===== src/rtl/alu_cmd_sequencer_pkg.sv =====
`default_nettype none
// ============================================================================
// Module   : alu_cmd_sequencer_pkg
// Brief    : Shared constants, op encodings and FSM state type for the
//            ALU command sequencer.
// Revision : 1.0 - initial release
// ============================================================================
package alu_cmd_sequencer_pkg;

  // Operand/result width of the attached ALU.
  localparam int ALU_WIDTH = 8;

  // s2 splits the op space into the arithmetic and the logic group.
  localparam logic OP_GROUP_ARITH = 1'b0;
  localparam logic OP_GROUP_LOGIC = 1'b1;

  typedef enum logic [1:0] {
    ST_IDLE  = 2'd0,
    ST_ISSUE = 2'd1,
    ST_HOLD  = 2'd2
  } state_t;

  // True when the select addresses the logic group.
  function automatic logic op_is_logic(input logic [2:0] op);
    return op[2] == OP_GROUP_LOGIC;
  endfunction

endpackage
`default_nettype wire


===== src/rtl/alu_cmd_sequencer_if.sv =====
`default_nettype none
// ============================================================================
// Module   : alu_cmd_sequencer_if
// Brief    : Command stream, ALU drive/return, result stream and status
//            signals of the ALU command sequencer.
// Revision : 1.0 - initial release
// ============================================================================
interface alu_cmd_sequencer_if #(
  parameter int WIDTH = 8
);
  logic             cmd_valid;
  logic             cmd_ready;
  logic [WIDTH-1:0] cmd_a;
  logic [WIDTH-1:0] cmd_b;
  logic [2:0]       cmd_op;

  logic [WIDTH-1:0] alu_a;
  logic [WIDTH-1:0] alu_b;
  logic             alu_s2;
  logic             alu_s1;
  logic             alu_s0;
  logic [WIDTH-1:0] alu_f;
  logic             alu_c;
  logic             alu_v;
  logic             alu_z;

  logic             res_valid;
  logic             res_ready;
  logic [WIDTH-1:0] res_f;
  logic             res_c;
  logic             res_v;
  logic             res_z;
  logic [2:0]       res_op;

  logic             sticky_v;
  logic             sticky_clr;
  logic             busy;

  // Environment side: offers commands, evaluates the ALU, consumes results.
  modport master (
    output cmd_valid, cmd_a, cmd_b, cmd_op,
    input  cmd_ready,
    input  alu_a, alu_b, alu_s2, alu_s1, alu_s0,
    output alu_f, alu_c, alu_v, alu_z,
    input  res_valid, res_f, res_c, res_v, res_z, res_op,
    output res_ready,
    input  sticky_v, busy,
    output sticky_clr
  );

  // Sequencer side.
  modport slave (
    input  cmd_valid, cmd_a, cmd_b, cmd_op,
    output cmd_ready,
    output alu_a, alu_b, alu_s2, alu_s1, alu_s0,
    input  alu_f, alu_c, alu_v, alu_z,
    output res_valid, res_f, res_c, res_v, res_z, res_op,
    input  res_ready,
    output sticky_v, busy,
    input  sticky_clr
  );
endinterface
`default_nettype wire


===== src/rtl/alu_cmd_sequencer_fifo.sv =====
`default_nettype none
// ============================================================================
// Module   : alu_cmd_fifo
// Brief    : Synchronous command FIFO, power-of-two depth, push/pop with
//            full/empty/count status. Overflowing pushes and underflowing
//            pops are ignored.
// Revision : 1.0 - initial release
// ============================================================================
module alu_cmd_fifo #(
  parameter int DEPTH  = 4,
  parameter int DATA_W = 19
) (
  input  wire logic                     clk,
  input  wire logic                     rst,
  input  wire logic                     push,
  input  wire logic [DATA_W-1:0]        din,
  input  wire logic                     pop,
  output logic      [DATA_W-1:0]        dout,
  output logic                          full,
  output logic                          empty,
  output logic      [$clog2(DEPTH):0]   count
);
  localparam int AW = $clog2(DEPTH);

  logic [DATA_W-1:0] r_mem [DEPTH];
  logic [AW-1:0]     r_wr;
  logic [AW-1:0]     r_rd;
  logic [AW:0]       r_count;
  logic              w_push;
  logic              w_pop;

  assign full   = (r_count == (AW+1)'(DEPTH));
  assign empty  = (r_count == '0);
  assign count  = r_count;
  assign dout   = r_mem[r_rd];
  assign w_push = push && !full;
  assign w_pop  = pop && !empty;

  // Storage array; contents need no reset because count gates every read.
  always_ff @(posedge clk) begin
    if (w_push) r_mem[r_wr] <= din;
  end

  // Pointers wrap naturally at DEPTH; count tracks occupancy.
  always_ff @(posedge clk) begin
    if (rst) begin
      r_wr    <= '0;
      r_rd    <= '0;
      r_count <= '0;
    end else begin
      if (w_push) r_wr <= r_wr + AW'(1);
      if (w_pop)  r_rd <= r_rd + AW'(1);
      case ({w_push, w_pop})
        2'b10:   r_count <= r_count + (AW+1)'(1);
        2'b01:   r_count <= r_count - (AW+1)'(1);
        default: r_count <= r_count;
      endcase
    end
  end
endmodule
`default_nettype wire


===== src/rtl/alu_cmd_sequencer.sv =====
`default_nettype none
// ============================================================================
// Module   : alu_cmd_sequencer
// Brief    : Buffers ALU commands, drives the combinational ALU from
//            registered inputs for one full cycle, captures F/flags and
//            presents them on a valid/ready result stream.
// Revision : 1.0 - initial release
// ============================================================================
module alu_cmd_sequencer
  import alu_cmd_sequencer_pkg::*;
#(
  parameter int DEPTH = 4,
  parameter int WIDTH = ALU_WIDTH
) (
  input wire logic          clk,
  input wire logic          rst,
  alu_cmd_sequencer_if.slave bus
);
  localparam int DW = 2*WIDTH + 3;

  state_t              r_state;
  logic [WIDTH-1:0]    r_alu_a;
  logic [WIDTH-1:0]    r_alu_b;
  logic [2:0]          r_op;
  logic                r_res_valid;
  logic [WIDTH-1:0]    r_res_f;
  logic                r_res_c;
  logic                r_res_v;
  logic                r_res_z;
  logic [2:0]          r_res_op;
  logic                r_sticky_v;

  logic [DW-1:0]           w_head;
  logic                    w_full;
  logic                    w_empty;
  logic [$clog2(DEPTH):0]  w_count;
  logic                    w_pop;

  // The FSM is the only consumer: it pops from IDLE, or from HOLD as the
  // current result is handed off.
  assign w_pop = !w_empty &&
                 ((r_state == ST_IDLE) || (r_state == ST_HOLD && bus.res_ready));

  alu_cmd_fifo #(
    .DEPTH  (DEPTH),
    .DATA_W (DW)
  ) u_fifo (
    .clk   (clk),
    .rst   (rst),
    .push  (bus.cmd_valid),
    .din   ({bus.cmd_op, bus.cmd_b, bus.cmd_a}),
    .pop   (w_pop),
    .dout  (w_head),
    .full  (w_full),
    .empty (w_empty),
    .count (w_count)
  );

  assign bus.cmd_ready = !w_full;
  assign bus.alu_a     = r_alu_a;
  assign bus.alu_b     = r_alu_b;
  assign bus.alu_s2    = r_op[2];
  assign bus.alu_s1    = r_op[1];
  assign bus.alu_s0    = r_op[0];
  assign bus.res_valid = r_res_valid;
  assign bus.res_f     = r_res_f;
  assign bus.res_c     = r_res_c;
  assign bus.res_v     = r_res_v;
  assign bus.res_z     = r_res_z;
  assign bus.res_op    = r_res_op;
  assign bus.sticky_v  = r_sticky_v;
  assign bus.busy      = (w_count != '0) || (r_state != ST_IDLE);

  // Issue/capture FSM with registered ALU drive, result and sticky flag.
  always_ff @(posedge clk) begin
    if (rst) begin
      r_state     <= ST_IDLE;
      r_alu_a     <= '0;
      r_alu_b     <= '0;
      r_op        <= '0;
      r_res_valid <= 1'b0;
      r_res_f     <= '0;
      r_res_c     <= 1'b0;
      r_res_v     <= 1'b0;
      r_res_z     <= 1'b0;
      r_res_op    <= '0;
      r_sticky_v  <= 1'b0;
    end else begin
      case (r_state)
        ST_IDLE: begin
          if (w_pop) begin
            {r_op, r_alu_b, r_alu_a} <= w_head;
            r_state                  <= ST_ISSUE;
          end
        end
        ST_ISSUE: begin
          r_res_f     <= bus.alu_f;
          r_res_c     <= bus.alu_c;
          r_res_v     <= bus.alu_v;
          r_res_z     <= bus.alu_z;
          r_res_op    <= r_op;
          r_res_valid <= 1'b1;
          r_state     <= ST_HOLD;
        end
        ST_HOLD: begin
          if (bus.res_ready) begin
            r_res_valid <= 1'b0;
            if (w_pop) begin
              {r_op, r_alu_b, r_alu_a} <= w_head;
              r_state                  <= ST_ISSUE;
            end else begin
              r_state <= ST_IDLE;
            end
          end
        end
        default: r_state <= ST_IDLE;
      endcase

      // A fresh overflow capture takes priority over a clear on the same edge.
      if (r_state == ST_ISSUE && bus.alu_v) r_sticky_v <= 1'b1;
      else if (bus.sticky_clr)              r_sticky_v <= 1'b0;
    end
  end
endmodule
`default_nettype wire


===== src/flat_wrapper.sv =====
// flat-port wrapper written by rule: the top's interface ports become plain ports
module alu_cmd_sequencer_flat import alu_cmd_sequencer_pkg::*;
#(
  parameter int DEPTH = 4,
  parameter int WIDTH = ALU_WIDTH
)
  (clk, rst, bus_cmd_valid, bus_cmd_a, bus_cmd_b, bus_cmd_op, bus_cmd_ready, bus_alu_a, bus_alu_b, bus_alu_s2, bus_alu_s1, bus_alu_s0, bus_alu_f, bus_alu_c, bus_alu_v, bus_alu_z, bus_res_valid, bus_res_f, bus_res_c, bus_res_v, bus_res_z, bus_res_op, bus_res_ready, bus_sticky_v, bus_busy, bus_sticky_clr);
  alu_cmd_sequencer_if #(.WIDTH(WIDTH)) bus_i ();
  input wire logic clk;
  input wire logic rst;
  input wire logic [$bits(bus_i.cmd_valid)-1:0] bus_cmd_valid;
  input wire logic [$bits(bus_i.cmd_a)-1:0] bus_cmd_a;
  input wire logic [$bits(bus_i.cmd_b)-1:0] bus_cmd_b;
  input wire logic [$bits(bus_i.cmd_op)-1:0] bus_cmd_op;
  output wire logic [$bits(bus_i.cmd_ready)-1:0] bus_cmd_ready;
  output wire logic [$bits(bus_i.alu_a)-1:0] bus_alu_a;
  output wire logic [$bits(bus_i.alu_b)-1:0] bus_alu_b;
  output wire logic [$bits(bus_i.alu_s2)-1:0] bus_alu_s2;
  output wire logic [$bits(bus_i.alu_s1)-1:0] bus_alu_s1;
  output wire logic [$bits(bus_i.alu_s0)-1:0] bus_alu_s0;
  input wire logic [$bits(bus_i.alu_f)-1:0] bus_alu_f;
  input wire logic [$bits(bus_i.alu_c)-1:0] bus_alu_c;
  input wire logic [$bits(bus_i.alu_v)-1:0] bus_alu_v;
  input wire logic [$bits(bus_i.alu_z)-1:0] bus_alu_z;
  output wire logic [$bits(bus_i.res_valid)-1:0] bus_res_valid;
  output wire logic [$bits(bus_i.res_f)-1:0] bus_res_f;
  output wire logic [$bits(bus_i.res_c)-1:0] bus_res_c;
  output wire logic [$bits(bus_i.res_v)-1:0] bus_res_v;
  output wire logic [$bits(bus_i.res_z)-1:0] bus_res_z;
  output wire logic [$bits(bus_i.res_op)-1:0] bus_res_op;
  input wire logic [$bits(bus_i.res_ready)-1:0] bus_res_ready;
  output wire logic [$bits(bus_i.sticky_v)-1:0] bus_sticky_v;
  output wire logic [$bits(bus_i.busy)-1:0] bus_busy;
  input wire logic [$bits(bus_i.sticky_clr)-1:0] bus_sticky_clr;
  assign bus_i.cmd_valid = bus_cmd_valid;
  assign bus_i.cmd_a = bus_cmd_a;
  assign bus_i.cmd_b = bus_cmd_b;
  assign bus_i.cmd_op = bus_cmd_op;
  assign bus_cmd_ready = bus_i.cmd_ready;
  assign bus_alu_a = bus_i.alu_a;
  assign bus_alu_b = bus_i.alu_b;
  assign bus_alu_s2 = bus_i.alu_s2;
  assign bus_alu_s1 = bus_i.alu_s1;
  assign bus_alu_s0 = bus_i.alu_s0;
  assign bus_i.alu_f = bus_alu_f;
  assign bus_i.alu_c = bus_alu_c;
  assign bus_i.alu_v = bus_alu_v;
  assign bus_i.alu_z = bus_alu_z;
  assign bus_res_valid = bus_i.res_valid;
  assign bus_res_f = bus_i.res_f;
  assign bus_res_c = bus_i.res_c;
  assign bus_res_v = bus_i.res_v;
  assign bus_res_z = bus_i.res_z;
  assign bus_res_op = bus_i.res_op;
  assign bus_i.res_ready = bus_res_ready;
  assign bus_sticky_v = bus_i.sticky_v;
  assign bus_busy = bus_i.busy;
  assign bus_i.sticky_clr = bus_sticky_clr;
  alu_cmd_sequencer #(.DEPTH(DEPTH), .WIDTH(WIDTH)) u_core (.clk(clk), .rst(rst), .bus(bus_i));
endmodule

===== config.mk =====
export PLATFORM = sky130hd
export DESIGN_NAME = alu_cmd_sequencer_flat
export DESIGN_NICKNAME = d
export VERILOG_FILES = /design/src/rtl/alu_cmd_sequencer_pkg.sv /design/src/rtl/alu_cmd_sequencer_if.sv /design/src/rtl/alu_cmd_sequencer_fifo.sv /design/src/rtl/alu_cmd_sequencer.sv /design/src/flat_wrapper.sv
export SDC_FILE = /design/constraint.sdc
export NUM_CORES = 1
export LEC_CHECK = 0
export ABC_CLOCK_PERIOD_IN_PS = 2550
export BUFFER_PORTS_ARGS = -buffer_cell sky130_fd_sc_hd__buf_2
export CAP_MARGIN = 10
export CORE_UTILIZATION = 35
export CTS_BUF_LIST = sky130_fd_sc_hd__clkbuf_8
export DETAILED_ROUTE_END_ITERATION = 8
export PLACE_DENSITY_LB_ADDON = 0.08
export SLEW_MARGIN = 10
export SYNTH_ARGS = -nofsm -noshare
export SYNTH_HDL_FRONTEND = slang
export SYNTH_SLANG_ARGS = --single-unit
export TNS_END_PERCENT = 20

===== constraint.sdc =====
create_clock -name clk -period 2.55 [get_ports clk]
set_input_delay 0.255 -clock clk [delete_from_list [all_inputs] [get_ports clk]]
set_output_delay 0.255 -clock clk [all_outputs]
set_load 0.1 [all_outputs]

Word level (Yosys, flattened, before mapping) --
Memories as Yosys holds them, arrays and structs flattened. A register that Yosys moved wholly into a read port is not among the register bits. Cells that the tools add are included.
Word-level totals: flip-flop bits (word level) 44, bits in writable memories 76, bits of input ports 35, output and inout port bits 37, word-level logic and storage cells 68, memories 1
Memories:
- u_core.u_fifo.r_mem | depth 4, width 19, read ports 1, clocked after Yosys merged registers in 1, write ports 1, RTL line alu_cmd_sequencer_fifo.sv:25 | logic [DATA_W-1:0] r_mem [DEPTH];
Operators by class: $add $sub $neg 4, eq/ne operators 7, multiplexer cells 22, reduce and logical (&&, ||, !) cells 20
Operators by type and width (number):
- $mux W8 | 4
- $pmux W8 S2 | 2
- $pmux W3 S2 | 2
- $reduce_bool A2 Y1 | 5
- $mux W2 | 4
- $mux W1 | 6
- $mux W3 | 2
- $pmux W2 S3 | 1
- $reduce_and A2 Y1 | 3
- $logic_and A1 B1 Y1 | 5
- $add A2 B1 Y2 const B | 2
- $eq A2 B1 Y1 const B | 2
- $eq A2 B2 Y1 const B | 2
- $ne A2 B2 Y1 const B | 2
- $add A3 B1 Y3 const B | 1
- $eq A3 B3 Y1 const B | 1
- $logic_not A3 Y1 | 1
- $reduce_bool A3 Y1 | 1
- $sub A3 B1 Y3 const B | 1
- $logic_not A1 Y1 | 2
- $logic_not A2 Y1 | 1
- $logic_or A1 B1 Y1 | 2
- $pmux W1 S2 | 1

Logic depth before layout (Yosys ltp) --
Gate-level depths: netlist of run 1.
depth in word-level cells 7, mapped depth 9, gate-level depth less buffers 8

Modules after synthesis --
A second synthesis of run 1 with hierarchy kept.
Unflattened totals: cells, all modules 316, area total of the unflattened synthesis 4754.6 um^2
By module, submodules not included:
- alu_cmd_fifo | times used 1, cells each 153, area each 3260.6 um^2, seq. area each 2462.4 um^2
- alu_cmd_sequencer | times used 1, cells each 163, area each 1493.9 um^2, seq. area each 740.7 um^2

Worst setup path before layout of run 1 --
No wires, ideal clock.
kind register -> register, from register u_core.u_fifo.r_count[0], in the netlist u_core.u_fifo.count[0], to register u_core.u_fifo.r_count[2], in the netlist u_core.u_fifo.count[2], setup time 70 ps, data arrival time 2319 ps, data required time 2480 ps, path slack 161 ps, stages on the path, launching flop included 10, path buffers 1, period minus slack after synthesis 2389 ps, path through dfxtp_1 -> or3b_1 -> buf_2 -> nand2_1 -> ha_1 -> inv_1 -> fa_1 -> xor2_1 -> or3_1 -> a21oi_1
On the way: elaborated cells on any way between the ends 13, classes of those cells add/sub (2); eq/ne (3); mux (1); reduce/logical (7)
RTL lines:
- start: declaration | RTL line alu_cmd_sequencer_fifo.sv:28 | logic [AW:0] r_count;
- start signal: assignment | RTL line alu_cmd_sequencer_fifo.sv:54 | 2'b10: r_count <= r_count + (AW+1)'(1);
- start signal: assignment | RTL line alu_cmd_sequencer_fifo.sv:55 | 2'b01: r_count <= r_count - (AW+1)'(1);
- start signal: assignment | RTL line alu_cmd_sequencer_fifo.sv:56 | default: r_count <= r_count;
- $eq A3 B3 Y1 * | RTL line alu_cmd_sequencer_fifo.sv:32 | assign full = (r_count == (AW+1)'(DEPTH));
- $logic_not A1 Y1 *
- via bus_cmd_ready | RTL line flat_wrapper.sv:15 | output wire logic [$bits(bus_i.cmd_ready)-1:0] bus_cmd_ready;
- $logic_and A1 B1 Y1 * | RTL line alu_cmd_sequencer_fifo.sv:36 | assign w_push = push && !full;
- $eq A2 B1 Y1 or $eq A2 B2 Y1 (tied branches) | RTL line alu_cmd_sequencer_fifo.sv:53 | case ({w_push, w_pop})
- $pmux W3 S2 or $reduce_bool A2 Y1 (tied branches)
The timed path passes the listed nets; every way through them passes the cells marked *. A chain may end at the register's enable or synchronous reset.

Worst setup path in the final report of run 1 --
from register u_core.u_fifo.r_count[2], in the netlist u_core.u_fifo.count[2], to register u_core.u_fifo.r_count[2], in the netlist u_core.u_fifo.count[2]
On the way: word-level cells in the longest chain between the ends 6, elaborated cells on any way between the ends 13, classes of those cells add/sub (2); eq/ne (3); mux (1); reduce/logical (7)
Ends and longest elaborated chain:
- $logic_not A3 Y1 | RTL line alu_cmd_sequencer_fifo.sv:33 | assign empty = (r_count == '0);
- $logic_not A1 Y1 | RTL line alu_cmd_sequencer_fifo.sv:37, alu_cmd_sequencer.sv:41
- $logic_and A1 B1 Y1 | RTL line alu_cmd_sequencer.sv:41 | assign w_pop = !w_empty &&
- $logic_and A1 B1 Y1 | RTL line alu_cmd_sequencer_fifo.sv:37 | assign w_pop = pop && !empty;
- $eq A2 B1 Y1 or $eq A2 B2 Y1 (tied branches) | RTL line alu_cmd_sequencer_fifo.sv:53
- $pmux W3 S2 or $reduce_bool A2 Y1 (tied branches)
Parallel ways exist; a longest one is shown, timed or not.

==> flow_metrics.env, run 1 <==
export IMPL_postCtsResizedCells=0
export IMPL_drt_first_pass_iters=4
export IMPL_cts_sinks=122
export IMPL_yosys_area_top_type="edfxtp_1"
export IMPL_finClkSkew_ps=5.58
export IMPL_final_util_pct=43.2
export IMPL_ios=72
export IMPL_p_int_mw=3.90
export IMPL_root_buffer="clkbuf_8"
export IMPL_crit_slowest_cell="or3b_1"
export IMPL_dieArea_sq_um=13600
export IMPL_rrSetupSlack_ps=390
export IMPL_endpoint="u_core.u_fifo.count[2]$_SDFFE_PP0P_"
export IMPL_synth_compound_area_share_pct=6.98
export IMPL_multi_input_area_sq_um=1270
export IMPL_pwr_density_cell_nw_per_um2=1280
export IMPL_routed_wl_um=8730
export IMPL_reg2reg_to="u_core.u_fifo.count[2]$_SDFFE_PP0P_"
export IMPL_cp_end_kind="register"
export IMPL_ff2ff_path_depth=8
export IMPL_dpl_hpwl_um=5450
export IMPL_dieHeight_um=116
export IMPL_cp_start_kind="register"
export IMPL_start_util_pct=36.1
export IMPL_tritoncts="built"
export IMPL_p_comb_share_pct=41.1
export IMPL_port_buffer_count=71
export IMPL_swShare_pct=44.7
export IMPL_fmax_mhz=464
export IMPL_synth_xor_area_share_pct=0.382
export IMPL_clkPwrFrac_pct=21.3
export IMPL_setup_tns_ps=0
export IMPL_slew_viol_final=0
export IMPL_place_area_sq_um=5140
export IMPL_synth_edf_count=76
export IMPL_fin_crit_ps=2160
export IMPL_layout_commonest_cell="edfxtp_1"
export IMPL_synthesis_area_sq_um=4590
export IMPL_layout_area_overhead_vs_synth_pct=19.7
export IMPL_clock_path_buffers=2
export IMPL_clock_latency_ps=420
export IMPL_slowest_delay_ps=390
export IMPL_antenna_left=0
export IMPL_synthArstFlopShare_pct=0
export IMPL_nets=418
export IMPL_rows=41
export IMPL_synthCells=295
export IMPL_startpoint="u_core.u_fifo.count[2]$_SDFFE_PP0P_"
export IMPL_ys_types=34
export IMPL_grt_max_degree=27
export IMPL_post_cts_buffers=0
export IMPL_cp_required_ps=2900
export IMPL_synth_fa_ha_area_share_pct=1.80
export IMPL_yosys_top_cells_area="edfxtp_1 50%, dfxtp_1 20%, mux4_2 6.9%, o2bb2ai_1 3.6%, nand2b_1 3.0%"
export IMPL_finalCritPeriodShare_pct=84.5
export IMPL_fin_ws_ps=394
export IMPL_wire_per_inst_um=15.5
export IMPL_drc=0
export IMPL_die_w_um=116
export IMPL_antenna_found_initial=0
export IMPL_place_gp_congestion=0.686
export IMPL_yosys_mux_area_fraction_pct=9.98
export IMPL_whs_ps=45.1
export IMPL_crit_type="register to register"
export IMPL_drt_iter0_drc=104
export IMPL_synth_ff_type="edfxtp_1"
export IMPL_crit_fanout=4
export IMPL_synth_top_family_by_area="multiplexers"
export IMPL_instances_no_fill=562
export IMPL_cap_violations=0
export IMPL_dp_cells=530
export IMPL_hold_start="bus_cmd_b[3]"
export IMPL_worstMarginPinSlew_ps=1070
export IMPL_via_count=2621
export IMPL_ys_ff_latch=122
export IMPL_p_sw_mw=3.15
export IMPL_final_hold_violation_count=0
export IMPL_grt_pass1_vias=2577
export IMPL_final_cell_mix="76 x edfxtp_1, 71 x buf_2, 46 x dfxtp_1, 30 x nand2_1, 22 x nand2b_1"
export IMPL_finalSetupViolations=0
export IMPL_leakage_nw=2.02
export IMPL_path_cells="or3b_1, nand2_1, ha_1, inv_1, fa_1, xor2_1, or3_1, a21oi_1"
export IMPL_status="finished clean"
export IMPL_nFillCells=1234
export IMPL_yosysTopAreaCellShare_pct=49.8
export IMPL_p_seq_share_pct=37.6
export IMPL_ys_warn_count=0
export IMPL_power_mw=7.05
export IMPL_coreArea_sq_um=12700
export IMPL_synth_simple_area_share_pct=8.27
export IMPL_seq_area_frac_synth_pct=69.8
export IMPL_max_slew_margin_pct=28.6
export IMPL_min_path_type="input port to register"
export IMPL_post_place_ws_ps=399
export IMPL_drive_gt1_share_pct=32.6
export IMPL_cts_buffers_inserted=17
export IMPL_final_area_sq_um=5490
export IMPL_drt_vias_per_instance=4.66
export IMPL_crit_arrival_ps=2500
export IMPL_irDropWorstVdd_v=0.000465
export IMPL_rsz0062_at_grt="false"
export IMPL_h_tree_depth=4
export IMPL_regArea_sq_um=3200
export IMPL_syn_nets=336
export IMPL_path_clk_slew_ps=70
export IMPL_rr_startpoint="u_core.u_fifo.count[2]$_SDFFE_PP0P_"
export IMPL_grt_ovfl_total=0
export IMPL_syn_area_per_cell_sq_um=15.5
export IMPL_antennaDiodeCount=0
export IMPL_grt_pass1_wl_um=13600
export IMPL_holdBufCountCts=0
export IMPL_grtUsageTotal_pct=14.4
-- worst min-delay path by stage --
stage                                                       to  slack, ps  depth (start not counted)
after floorplan            u_core.u_fifo.r_mem[0][0]$_DFFE_PP_        350                          0
after global placement           u_core.bus.res_c$_SDFFE_PP0P_        440                          2
after global routing       u_core.u_fifo.r_mem[0][6]$_DFFE_PP_         10                          1
after CTS                 u_core.u_fifo.r_mem[3][11]$_DFFE_PP_         10                          1
after detailed placement     u_core.bus.res_op[2]$_SDFFE_PP0P_        450                          2
final                     u_core.u_fifo.r_mem[3][11]$_DFFE_PP_         50                          1
-- power groups by stage --
stage | sequential (mW) | combinational, mW | clock (mW)
2_1_floorplan | 3.99 | 1.08 | 0
3_3_place_gp | 2.69 | 2.93 | 0
3_5_place_dp | 2.70 | 2.94 | 0
4_1_cts | 2.66 | 2.95 | 1.55
5_1_grt | 2.70 | 3.06 | 1.65
6_report | 2.65 | 2.90 | 1.50
-- registers in the layout, summed over array words and instances, names as in the netlist, named ones only --
register,flops
u_core.bus.res_valid,1
u_core.bus.res_c,1
u_core.bus.res_v,1
u_core.u_fifo.r_mem,76
u_core.bus.res_z,1
u_core.u_fifo.r_rd,2
u_core.bus.sticky_v,1
u_core.r_state,2
u_core.bus.alu_a,8
u_core.u_fifo.r_wr,2
u_core.bus.res_op,3
u_core.bus.res_f,8
u_core.bus.alu_b,8
u_core.u_fifo.count,3
u_core.r_op,3
-- synthesized netlist by cell type, types with 2 or more instances --
library cell and instances:
nand3_1 2, nand2_1 30, o2bb2ai_1 19, o21ai_0 2
mux4_2 14, a21oi_1 21, dfxtp_1 46, xor2_1 2
nor2b_1 3, edfxtp_1 76, mux4_1 5, buf_2 10
clkbuf_1 5, ha_1 5, a21o_1 2, and3_1 4
nand2b_1 22, inv_1 6, nor2_1 6
-- final cells by class --
| type | instances | area share [%] |
|---|---|---|
| flip-flops and latches | 122 | 58.3 |
| multi-input cells | 149 | 23.1 |
| repair buffers | 81 | 7.84 |
| clock buffers | 19 | 4.76 |
| well taps | 172 | 3.92 |
| clock inverters | 13 | 1.62 |
| inverters | 6 | 0.410 |
-- per-layer routing --
metal	track usage [%]	up-vias	part of all wire [%]
met5	0	-	0
met1	16.3	1276	44
met2	24.0	66	50
met4	7.44	0	1.3
li1	-	1270	-
met3	4.93	9	5.0
-- kinds of logic (layout without fill, tap and decap cells) --
group | after synthesis | after routing
AO/OA/AOI/OAI | 47 | 47
XOR/XNOR | 2 | 2
adder cells (fa/ha/maj) | 6 | 6
flip-flops | 122 | 122
AND/OR/NAND/NOR | 74 | 74
multiplexers | 20 | 20
buffers and inverters | 24 | 119
-- critical path: cells and delay by family (launching register included) --
family	cells	cell delay [ps]
simple gates	3	780
fa+ha+maj	2	550
flops	1	370
xor+xnor	1	180
compound gates	1	150
buf+inv	1	60
(Power assumes the default switching activity.)
==> run 2: changes to the inputs <==
ABC_CLOCK_PERIOD_IN_PS = 2100   (was 2550)
clock period = 2.1 ns   (was 2.55 ns; I/O delays follow)
==> run 2 against run 1 <==
Against the previous run:
- global-route usage up 0.49 points
- clock power up 20%
- via count up 4.0%
- critical path depth unchanged
- clock skew up 3.4 ps
- clock-buffer cell count up 2
- critical endpoint unchanged
==> flow_metrics.env, run 2 (synthesized netlist as in run 1, its figures left out) <==
export IMPL_post_cts_buffers=0
export IMPL_drt_iter0_drc=139
export IMPL_drc=0
export IMPL_grt_max_degree=29
export IMPL_final_util_pct=45.8
export IMPL_cp_end_kind="register"
export IMPL_nets=449
export IMPL_dieHeight_um=116
export IMPL_cp_required_ps=2460
export IMPL_max_slew_margin_pct=60.3
export IMPL_worstMarginPinSlew_ps=596
export IMPL_layout_commonest_cell="edfxtp_1"
export IMPL_final_hold_violation_count=0
export IMPL_grt_ovfl_total=0
export IMPL_ff2ff_path_depth=8
export IMPL_p_sw_mw=3.87
export IMPL_port_buffer_count=71
export IMPL_cts_sinks=122
export IMPL_reg2reg_to="u_core.u_fifo.count[2]$_SDFFE_PP0P_"
export IMPL_cts_buffers_inserted=17
export IMPL_dieArea_sq_um=13600
export IMPL_hold_start="bus_alu_f[3]"
export IMPL_ios=72
export IMPL_drt_first_pass_iters=4
export IMPL_slew_viol_final=0
export IMPL_irDropWorstVdd_v=0.000685
export IMPL_crit_slowest_cell="or3b_4"
export IMPL_grtUsageTotal_pct=14.8
export IMPL_routed_wl_um=9090
export IMPL_final_cell_mix="76 x edfxtp_1, 71 x buf_2, 43 x dfxtp_1, 29 x nand2_1, 28 x dlygate4sd3_1"
export IMPL_power_mw=8.67
export IMPL_rows=41
export IMPL_drt_vias_per_instance=4.60
export IMPL_slowest_delay_ps=410
export IMPL_via_count=2727
export IMPL_rsz0062_at_grt="false"
export IMPL_fmax_mhz=502
export IMPL_path_clk_slew_ps=70
export IMPL_h_tree_depth=4
export IMPL_grt_pass1_wl_um=14200
export IMPL_grt_pass1_vias=2726
export IMPL_path_buf_inv=1
export IMPL_min_path_type="input port to register"
export IMPL_hold_end="u_core.bus.res_f[3]$_SDFFE_PP0P_"
export IMPL_start_util_pct=36.1
export IMPL_setup_tns_ps=0
export IMPL_instances_no_fill=593
export IMPL_p_comb_share_pct=42.6
export IMPL_rrSetupSlack_ps=110
export IMPL_crit_arrival_ps=2350
export IMPL_leakage_nw=2.15
export IMPL_place_gp_congestion=0.669
export IMPL_clock_path_buffers=2
export IMPL_crit_fanout=4
export IMPL_tritoncts="built"
export IMPL_largest_reg_flops=76
export IMPL_status="finished clean"
export IMPL_crit_family="simple AND/OR/NAND/NOR gates"
export IMPL_layout_area_overhead_vs_synth_pct=27.2
export IMPL_swShare_pct=44.7
export IMPL_wire_per_inst_um=15.3
export IMPL_rr_startpoint="u_core.u_fifo.count[1]$_SDFFE_PP0P_"
export IMPL_p_seq_share_pct=36.6
export IMPL_coreArea_sq_um=12700
export IMPL_regMostFlops="u_core.u_fifo.r_mem"
export IMPL_root_buffer="clkbuf_8"
export IMPL_finalSetupViolations=0
export IMPL_cap_violations=0
export IMPL_finClkSkew_ps=8.98
export IMPL_p_int_mw=4.79
export IMPL_pwr_density_cell_nw_per_um2=1490
export IMPL_drive_gt1_share_pct=32.5
export IMPL_antenna_left=0
export IMPL_path_cells="or3b_4, nand2_4, ha_4, inv_1, fa_2, xor2_1, or3_1, a21oi_1"
export IMPL_cp_start_kind="register"
export IMPL_fin_crit_ps=1990
export IMPL_antenna_found_initial=0
export IMPL_die_w_um=116
export IMPL_antennaDiodeCount=0
export IMPL_dpl_hpwl_um=5350
export IMPL_clock_latency_ps=430
export IMPL_finalCritPeriodShare_pct=94.8
export IMPL_min_path_cells=3
export IMPL_dp_cells=533
export IMPL_clkPwrFrac_pct=20.7
export IMPL_crit_type="register to register"
run 2: cell types whose count changed in the layout (fill, tap and decap cells not counted), sizes merged, moves of 2 or more:
cell	before	now
buf	81	84
clkbuf	19	21
clkinv	6	3
dlygate4sd3	0	28
run 2: worst max path at each step:
stage | startpoint | endpoint | cells past startpoint | slack [ps]
6_report | u_core.u_fifo.count[1]$_SDFFE_PP0P_ | u_core.u_fifo.count[2]$_SDFFE_PP0P_ | 8 | 110
3_5_place_dp | u_core.u_fifo.count[0]$_SDFFE_PP0P_ | u_core.u_fifo.count[2]$_SDFFE_PP0P_ | 8 | 110
3_3_place_gp | u_core.u_fifo.count[1]$_SDFFE_PP0P_ | u_core.u_fifo.count[2]$_SDFFE_PP0P_ | 8 | 140
2_1_floorplan | u_core.u_fifo.count[1]$_SDFFE_PP0P_ | u_core.u_fifo.count[2]$_SDFFE_PP0P_ | 9 | 6
5_1_grt | u_core.u_fifo.count[2]$_SDFFE_PP0P_ | u_core.u_fifo.count[2]$_SDFFE_PP0P_ | 8 | 8
4_1_cts | u_core.u_fifo.count[0]$_SDFFE_PP0P_ | u_core.u_fifo.count[2]$_SDFFE_PP0P_ | 8 | 90
run 2: per-layer routing:
| layer | wire (um) | global-route usage, % | up-vias |
|---|---|---|---|
| met3 | 384 | 4.98 | 11 |
| met4 | 143 | 7.95 | 0 |
| li1 | - | - | 1333 |
| met1 | 4040 | 16.6 | 1316 |
| met2 | 4520 | 25.1 | 67 |
| met5 | 0 | 0 | - |
run 2: worst reg2reg max path, stage by stage, from the launching register on:
cell and delay [ps]:
dfxtp_2 340, or3b_4 410, nand2_4 70, ha_4 130, inv_1 50, fa_2 330
xor2_1 170, or3_1 300, a21oi_1 120
run 2: metrics by stage:
stage               cell area, sq um  setup WS [ps]  hold WS [ps]
finish                          5830            108          29.3
CTS                             5830           92.7          2.86
floorplan                       4630           5.72           309
global placement                5200            138           424
detailed placement              5200            112           426
global route                    5830           7.78          18.1
run 2: area by class of cell:
class	count	area [sq um]
Sequential cell	122	3210
Fill cell	1172	6890
Clock buffer	21	289
Tap cell	172	215
Multi-Input combinational cell	149	1290
Timing Repair Buffer	112	746
Clock inverter	11	60.1
Inverter	6	22.5
run 2: what timing repair did:
action	4_1_cts	5_1_grt
hold buffers	28	0
resized for setup	0	1
setup endpoints to repair	0	1
hold endpoints to repair	85	0
run 2: power by group through the flow:
stage	combinational (mW)	clock, mW	sequential, mW
floorplan	1.39	0	4.85
global placement	3.68	0	3.21
detailed placement	3.70	0	3.23
CTS	3.74	1.87	3.18
global route	3.92	1.97	3.22
finish	3.69	1.80	3.17
